--- config.mk ---
export PLATFORM = sky130hd
export DESIGN_NAME = id_ex_operand_stage
export DESIGN_NICKNAME = d
export VERILOG_FILES = /design/src/rtl/id_ex_operand_stage.sv
export SDC_FILE = /design/constraint.sdc
export NUM_CORES = 1
export LEC_CHECK = 0
export BUFFER_PORTS_ARGS = -buffer_cell sky130_fd_sc_hd__clkbuf_2
export CORE_AREA = 2 2 249 251
export DETAILED_ROUTE_END_ITERATION = 10
export DIE_AREA = 0 0 251 253
export PLACE_DENSITY = 0.39
export SLEW_MARGIN = 20
export SYNTH_ARGS = -nofsm -noshare
export SYNTH_HDL_FRONTEND = slang
export SYNTH_SLANG_ARGS = --single-unit
--- constraint.sdc ---
create_clock -name clk -period 4.88 [get_ports clk]
set_input_delay 0.976 -clock clk [delete_from_list [all_inputs] [get_ports clk]]
set_output_delay 0.976 -clock clk [all_outputs]
set_load 0.03 [all_outputs]
--- src/rtl/id_ex_operand_stage.sv ---
// ID/EX operand stage: forwards EX/MEM/WB results into the two register
// read operands, detects the load-use hazard, and registers operands,
// immediate, indices and control into the ID/EX latch.
// Optional feature macro: ID_EX_STALL_CNT_EN adds a 32-bit StallCount
// output that counts every cycle on which Stall is asserted.
module id_ex_operand_stage #(
    parameter int DATA_W   = 64,
    parameter int REG_W    = 5,
    parameter int CTRL_W   = 10,
    parameter int ZERO_REG = 31
) (
    input  logic              clk,
    input  logic              reset,
    input  logic              IdValid,
    input  logic [REG_W-1:0]  IdSrc1,
    input  logic [REG_W-1:0]  IdSrc2,
    input  logic [DATA_W-1:0] ReadData1,
    input  logic [DATA_W-1:0] ReadData2,
    input  logic [DATA_W-1:0] IdImm,
    input  logic [REG_W-1:0]  IdDst,
    input  logic              IdRegWrite,
    input  logic              IdMemRead,
    input  logic [CTRL_W-1:0] IdCtrl,
    input  logic [DATA_W-1:0] ExAluResult,
    input  logic              MemFwdValid,
    input  logic [REG_W-1:0]  MemFwdDst,
    input  logic [DATA_W-1:0] MemFwdData,
    input  logic              WbRegWrite,
    input  logic [REG_W-1:0]  WbDst,
    input  logic [DATA_W-1:0] WbData,
    input  logic              Flush,
`ifdef ID_EX_STALL_CNT_EN
    output logic [31:0]       StallCount,
`endif
    output logic              Stall,
    output logic              ExValid,
    output logic              ExRegWrite,
    output logic              ExMemRead,
    output logic [DATA_W-1:0] ExA,
    output logic [DATA_W-1:0] ExB,
    output logic [DATA_W-1:0] ExImm,
    output logic [REG_W-1:0]  ExDst,
    output logic [REG_W-1:0]  ExSrc1,
    output logic [REG_W-1:0]  ExSrc2,
    output logic [CTRL_W-1:0] ExCtrl
);

    localparam logic [REG_W-1:0] ZERO_IDX = REG_W'(ZERO_REG);

    // ID/EX latch state and its next-state values
    logic              valid_q,     valid_d;
    logic              reg_write_q, reg_write_d;
    logic              mem_read_q,  mem_read_d;
    logic [DATA_W-1:0] a_q,   a_d;
    logic [DATA_W-1:0] b_q,   b_d;
    logic [DATA_W-1:0] imm_q, imm_d;
    logic [REG_W-1:0]  dst_q,  dst_d;
    logic [REG_W-1:0]  src1_q, src1_d;
    logic [REG_W-1:0]  src2_q, src2_d;
    logic [CTRL_W-1:0] ctrl_q, ctrl_d;

    logic [DATA_W-1:0] op_a;
    logic [DATA_W-1:0] op_b;
    logic              ex_fwd_ok;
    logic              load_in_ex;
    logic              hazard;
    logic              stall;

    // EX can forward only a completed ALU result; a load's data is not ready yet
    assign ex_fwd_ok  = valid_q && reg_write_q && !mem_read_q;
    assign load_in_ex = valid_q && mem_read_q;

    assign hazard = load_in_ex &&
                    (((IdSrc1 != ZERO_IDX) && (dst_q == IdSrc1)) ||
                     ((IdSrc2 != ZERO_IDX) && (dst_q == IdSrc2)));

    // Flush and reset both suppress the stall so the front end is never held by a squashed instruction
    assign stall = !reset && !Flush && IdValid && hazard;
    assign Stall = stall;

    // Forwarding mux per source: zero register, then youngest producer first
    always_comb begin
        if (IdSrc1 == ZERO_IDX)                           op_a = '0;
        else if (ex_fwd_ok && dst_q == IdSrc1)            op_a = ExAluResult;
        else if (MemFwdValid && MemFwdDst == IdSrc1)      op_a = MemFwdData;
        else if (WbRegWrite && WbDst == IdSrc1)           op_a = WbData;
        else                                              op_a = ReadData1;

        if (IdSrc2 == ZERO_IDX)                           op_b = '0;
        else if (ex_fwd_ok && dst_q == IdSrc2)            op_b = ExAluResult;
        else if (MemFwdValid && MemFwdDst == IdSrc2)      op_b = MemFwdData;
        else if (WbRegWrite && WbDst == IdSrc2)           op_b = WbData;
        else                                              op_b = ReadData2;
    end

    // Latch next state: ID values normally, a control-only bubble on stall or flush
    always_comb begin
        // NOTE: every _d gets a value before any branch so no path can infer a latch.
        valid_d     = IdValid;
        reg_write_d = IdValid && IdRegWrite;
        mem_read_d  = IdValid && IdMemRead;
        ctrl_d      = IdValid ? IdCtrl : '0;
        a_d         = op_a;
        b_d         = op_b;
        imm_d       = IdImm;
        dst_d       = IdDst;
        src1_d      = IdSrc1;
        src2_d      = IdSrc2;
        if (Flush || stall) begin
            valid_d     = 1'b0;
            reg_write_d = 1'b0;
            mem_read_d  = 1'b0;
            ctrl_d      = '0;
        end
    end

    // ID/EX pipeline register with synchronous reset
    always_ff @(posedge clk) begin
        // NOTE: non-blocking assignments so every flop samples pre-edge values.
        if (reset) begin
            valid_q     <= 1'b0;
            reg_write_q <= 1'b0;
            mem_read_q  <= 1'b0;
            a_q         <= '0;
            b_q         <= '0;
            imm_q       <= '0;
            dst_q       <= '0;
            src1_q      <= '0;
            src2_q      <= '0;
            ctrl_q      <= '0;
        end else begin
            valid_q     <= valid_d;
            reg_write_q <= reg_write_d;
            mem_read_q  <= mem_read_d;
            a_q         <= a_d;
            b_q         <= b_d;
            imm_q       <= imm_d;
            dst_q       <= dst_d;
            src1_q      <= src1_d;
            src2_q      <= src2_d;
            ctrl_q      <= ctrl_d;
        end
    end

    assign ExValid    = valid_q;
    assign ExRegWrite = reg_write_q;
    assign ExMemRead  = mem_read_q;
    assign ExA        = a_q;
    assign ExB        = b_q;
    assign ExImm      = imm_q;
    assign ExDst      = dst_q;
    assign ExSrc1     = src1_q;
    assign ExSrc2     = src2_q;
    assign ExCtrl     = ctrl_q;

`ifdef ID_EX_STALL_CNT_EN
    logic [31:0] stall_cnt_q;

    // Free-running stall counter, wraps naturally at 2^32
    always_ff @(posedge clk) begin
        if (reset)      stall_cnt_q <= '0;
        else if (stall) stall_cnt_q <= stall_cnt_q + 32'd1;
    end

    assign StallCount = stall_cnt_q;
`endif

endmodule

==> metrics, run 1 <==
met2 routed WL=27000 um; Seq/Total Area, Yosys=47.2%; crit path DAT=approximately 2400 ps; Layout area overhead=54.4%; headroom to the max-slew limit=between 20% and 30%; synth top area cells=dfxtp_1, a221oi_1, o2bb2ai_1, nor2b_1, o31ai_1; RSZ-0062 raised after global routing=false; clk_lat worst skew=~600 ps; DP HPWL=40500 um; drt total wl=55600 um; TritonCTS Buffers=28; CTS resizes=0; Synth area leader=dfxtp_1; top cells by count, synth=dfxtp_1, a221oi_1, clkbuf_1; I/O pins=648; VDD IR max=0.276 mV; Post-CTS Setup Inserts=0; I/O Buffers=between 600 and 700; die height=between 200 and 300 um; initial antenna violation count=12; Critical Path Source Type=input pin; routed vias/inst=4.45; 1st-pass router iterations=7; total track usage=between 15 and 20%; mapped cell area=about 9300 um2; initial DRC count=692; crit path time final=3380 ps; DR top layer=met5; status=finished clean; WL met1=21200 um; Nets=2018; synth warn=0; Core Util, Final=23.6%; syn nets=1417; via count=10700; Reg area=4400 um2; post-synthesis register bit count=220; CP Capture Type=primary output; clk_skew=just under 40 ps; Post-CTS Hold Buffers=0; first-pass GRT wire length=77800 um; CTS max path bufs=3; Worst Setup Slack, final=1500 ps; die area=about 64000 um2; GRT overflow=0; worst hold path type=in2reg; Synth cell types=34; core area=61000 um2; area occupied by multi-input gates=between 4000 and 5000 um2; routed wire length per instance=23.1 um; Layout fillers=around 6800; final hold vios=0; data required time of the worst path=3900 ps; Worst-Margin Slew=1120 ps; pre-CTS WS=~1400 ps; Max Cap Violations=0; # DRC=0; Root Buffer=clkbuf_16; vias in the first global route=11300; final period utilization=69.2%; Final ANT Viol Nets=0; row count=91; Die X-Extent=251 um; clock tree sinks=220; pins over their slew limit=0; Setup TNS Final=0 ps; asr flop ratio synth=0%; Crit Path Category=in2out; Post-Syn Area per Cell=9.43 um2; Yosys top cell area share=47.2%; starting density of the core=15.3%; TritonCTS clock tree=done; post-synthesis cell count=990; EDFF count, synth=0; share of layout cells above drive strength 1=between 40% and 50%; Synth Flop Type=dfxtp_1; PD cells=353 nW/um2; Final setup viols=0; clk slew on worst S/H paths=70 ps; H-tree Lvls=1; Max Clock Freq=0.296 GHz; CP max FO=14; count leader, synth=dfxtp_1; routed length on met3=5540 um; Leak Pwr=between 6 and 7 nW; Final GP Congestion=0.859; largest net degree at the start of global routing=65
## layout make-up
type                            count  area share, %
Multi-Input combinational cell    670           31.6
Sequential cell                   220           30.6
Timing Repair Buffer              669           24.1
Tap cell                          790           6.86
Clock buffer                       38           5.47
Clock inverter                     12           1.35
Antenna cell                        4         0.0695
Inverter                            2         0.0521
## routing by layer
| layer | GRT usage [%] | vias to the layer above |
|---|---|---|
| met4 | 5.68 | 14 |
| met1 | 18.9 | 5095 |
| li1 | - | 4865 |
| met2 | 28.5 | 620 |
| met3 | 5.94 | 97 |
| met5 | 0 | - |
## metrics by stage
stage               power (mW)  instance area, um2  hold slack, ps  std cells
global route              5.29               14400             565       2403
detailed placement        2.89               13400             765       2351
floorplan                 2.45                9340             753        990
finish                    5.09               14400             580       2405
CTS                       5.17               14400             532       2401
global placement          2.89               13400             762       2351
## where the power goes
part | switching (mW) | total (mW) | internal [mW]
registers | 0.0370 | 1.94 | 1.91
logic | 0.561 | 0.893 | 0.332
clock network | 0.908 | 2.25 | 1.34
total | 1.51 | 5.09 | 3.58
## layout by cell type, fill, tap and decap left out, drive strengths merged, types with 4 or more instances in the layout
cell type,count
nor2b,79
clkinv,5
and3,14
nand3,4
a221oi,128
dfxtp,220
o31ai,65
o2bb2ai,64
diode,4
xnor2,27
o21ai,64
nor3,4
buf,22
bufinv,4
and2,66
nand2,69
clkbuf,685
nor2,69
## cells by family after synthesis
family	share of synthesized area, %
compound gates	27.8
xor+xnor	2.90
buf+inv	4.69
flops	47.2
simple gates	17.4
## critical path, cell delays in order
cell and delay, ps:
clkbuf_2 150, xnor2_1 180, nand3_1 200, nor3_1 280, o211ai_1 110, buf_4 190
nor2_1 100, clkbuf_2 220
## flip-flops by register name, indices dropped and copies added (netlist names)
| name | flops |
|---|---|
| ExA | 64 |
| ExCtrl | 10 |
| ExSrc1 | 5 |
| ExImm | 64 |
| ExRegWrite | 1 |
| ExValid | 1 |
| ExMemRead | 1 |
| ExSrc2 | 5 |
| ExB | 64 |
| ExDst | 5 |
## final timing paths
path                            slack (ps)             endpoint                 start  cells after the start
worst max-delay path                  1500                Stall             IdSrc2[1]                      8
worst min-delay path                   580  ExDst[0]$_SDFF_PP0_              IdDst[0]                      2
worst max register to register        2510   ExA[15]$_SDFF_PP0_   ExDst[3]$_SDFF_PP0_                      6
worst min register to register         750   ExValid$_SDFF_PP0_  ExMemRead$_SDFF_PP0_                      3
Note: power is estimated with default switching activity, not from simulation.
==> run 2, diff against run 1 <==
--- a/config.mk
+++ b/config.mk
@@ -5,11 +5,12 @@
 export SDC_FILE = /design/constraint.sdc
 export NUM_CORES = 1
 export LEC_CHECK = 0
+export ABC_AREA = 1
 export BUFFER_PORTS_ARGS = -buffer_cell sky130_fd_sc_hd__clkbuf_2
-export CORE_AREA = 2 2 249 251
+export CORE_AREA = 2 2 253 255
 export DETAILED_ROUTE_END_ITERATION = 10
-export DIE_AREA = 0 0 251 253
-export PLACE_DENSITY = 0.39
+export DIE_AREA = 0 0 255 257
+export PLACE_DENSITY = 0.43
 export SLEW_MARGIN = 20
 export SYNTH_ARGS = -nofsm -noshare
 export SYNTH_HDL_FRONTEND = slang
==> constraint.sdc (replaced) <==
create_clock -name clk -period 3.37 [get_ports clk]
set_input_delay 0.674 -clock clk [delete_from_list [all_inputs] [get_ports clk]]
set_output_delay 0.674 -clock clk [all_outputs]
set_load 0.03 [all_outputs]
==> metrics, run 2 <==
largest net degree at the start of global routing=82; vias in the first global route=about 14000; Post-Syn Area per Cell=5.90 um2; CTS max path bufs=3; synth top area cells=dfxtp_1, nand2_1, inv_1, nor2_1, nand3_1; post-synthesis cell count=2006; pins over their slew limit=0; Worst-Margin Slew=approximately 1100 ps; Final GP Congestion=0.855; VDD IR max=0.357 mV; post-synthesis register bit count=220; clk_lat worst skew=590 ps; 1st-pass router iterations=5; instance area at placement=15900 um2; Hold Path Depth=3; WL met1=~23000 um; Critical Path Source Type=flop; routed vias/inst=4.09; DP HPWL=roughly 45000 um; simple-gate portion of the synthesized area=between 30% and 40%; clk_skew=about 25 ps; Final setup viols=0; GRT overflow=0; share of layout cells above drive strength 1=28.2%; top cells by count, synth=nand2_1, inv_1, nor2_1; Setup TNS Final=0 ps; row count=92; PD cells=between 400 and 500 nW/um2; xor and xnor fraction of the mapped netlist area=less than 1%; Final ANT Viol Nets=0; clock tree sinks=220; routed length on met3=5460 um; asr flop ratio synth=0%; Nets=3011; Crit Path Category=reg2out; crit path time final=2660 ps; I/O Buffers=647; clk slew on worst S/H paths=60 ps; Root Buffer=clkbuf_16; met2 routed WL=about 30000 um; CP Capture Type=primary output; total track usage=17.8%; Layout fillers=roughly 7300; commonest non-fill, non-tap cell in the layout=clkbuf_2; headroom to the max-slew limit=28.2%; final hold vios=0; synth warn=0; status=finished clean; drt total wl=60800 um; crit path DAT=1990 ps; initial antenna violation count=14; Hold Slack=269 ps; routed wire length per instance=17.6 um; Post-CTS Hold Buffers=0; Leak Pwr=just over 10 nW; Post-CTS Setup Inserts=0; DR top layer=met5; Synth area leader=dfxtp_1; Layout area overhead=43.0%; # DRC=0; CTS resizes=0; Synth cell types=22; Yosys top cell area share=a little under two fifths; FF-to-FF path depth=10; via count=14100; first-pass GRT wire length=88300 um; R2R Path Start=ExDst[3]$_SDFF_PP0_; Max Cap Violations=0; final instance area=between 15000 and 20000 um2; CP max FO=4; hold_sp=IdImm[21]; initial DRC count=795; worst hold path type=in2reg; mapped cell area=between 10000 and 15000 um2; worst setup path startpoint=ExDst[3]$_SDFF_PP0_; RSZ-0062 raised after global routing=false; starting density of the core=18.9%; count leader, synth=nand2_1; adder and majority gate portion of the synthesized area=0%; die area=65500 um2; Die X-Extent=255 um; TritonCTS Buffers=29; Max Clock Freq=~0.38 GHz; Synth Area in Compound Gates=roughly 5.7%; data required time of the worst path=2700 ps; core area=between 60000 and 70000 um2; EDFF count, synth=0; final period utilization=79.0%; H-tree Lvls=1; Seq/Total Area, Yosys=37.2%; main combinational cell family by area after synthesis=simple AND/OR/NAND/NOR gates; I/O pins=648; post-synthesis mux area share=0%; syn nets=2433; most frequent cells in the layout=clkbuf_2, nand2_1, inv_1; die height=257 um; Synth Flop Type=dfxtp_1; TritonCTS clock tree=done
[run 2: cell count changes in the layout (fill, tap and decap cells not counted), sizes merged, moves of 14 or more]
cell,delta
nand3,+260
o31ai,-65
o2bb2ai,-64
and3,-14
inv,+428
a221oi,-128
o21ai,-63
nand2,+395
nor2b,-79
nor2,+300
a21oi,+131
and2,-66
xnor2,-25
[run 2: kinds of logic after synthesis]
group | after synthesis
AOI/OAI and AO/OA | 133
xor gates and xnor gates | 3
and+or+nand+nor | 1101
DFF | 220
buffers and inverters | 549
[run 2: path summary, 6_finish.rpt]
| kind | to | slack (ps) |
|---|---|---|
| worst max-delay path | Stall | 710 |
| worst min-delay path | ExImm[21]$_SDFF_PP0_ | 270 |
| worst max register to register | ExB[56]$_SDFF_PP0_ | 1470 |
| worst min register to register | ExA[15]$_SDFF_PP0_ | 920 |
[run 2: routing by layer]
metal / global-route usage [%] / vias to the layer above
met3: 5.17 / 112
met4: 5.78 / 6
met2: 32.5 / 616
li1: - / 7081
met5: 0 / -
met1: 19.6 / 6310
[run 2: worst max-delay path, cell delays in order, from the launching register on]
cell      delay (ps)
dfxtp_1          440
inv_1            100
nand2_1           70
nand2_1           50
nor2_1           130
nand4_1          130
nand2_1          130
nand2_1           70
inv_1             50
clkbuf_2         250
[run 2: cell type report]
cell class              count  area [um2]  share of cell area, %
diodes                      4        10.0                 0.0591
clock buffers              39         823                   4.86
clock inverters            15         180                   1.06
inverters                 430        1610                   9.53
multi-input cells        1237        5280                   31.2
flip-flops and latches    220        4400                   26.0
well taps                 846        1060                   6.25
repair buffers            666        3560                   21.0
[run 2: report_power, final]
part / internal (mW) / total, mW / switching [mW]
sequential: 2.76 / 2.82 / 0.0592
combinational: 0.477 / 1.47 / 0.992
clock: 1.95 / 3.28 / 1.34
[run 2: through the flow]
stage          setup slack [ps]  power [mW]  utilization, %  cells
2_1_floorplan              1260        3.68               -   2006
3_3_place_gp                748        4.37            25.4   3399
3_5_place_dp                746        4.36            25.4   3399
4_1_cts                     606        7.72            27.0   3453
5_1_grt                     552        7.93            27.0   3455
6_report                    707        7.58            27.0   3457
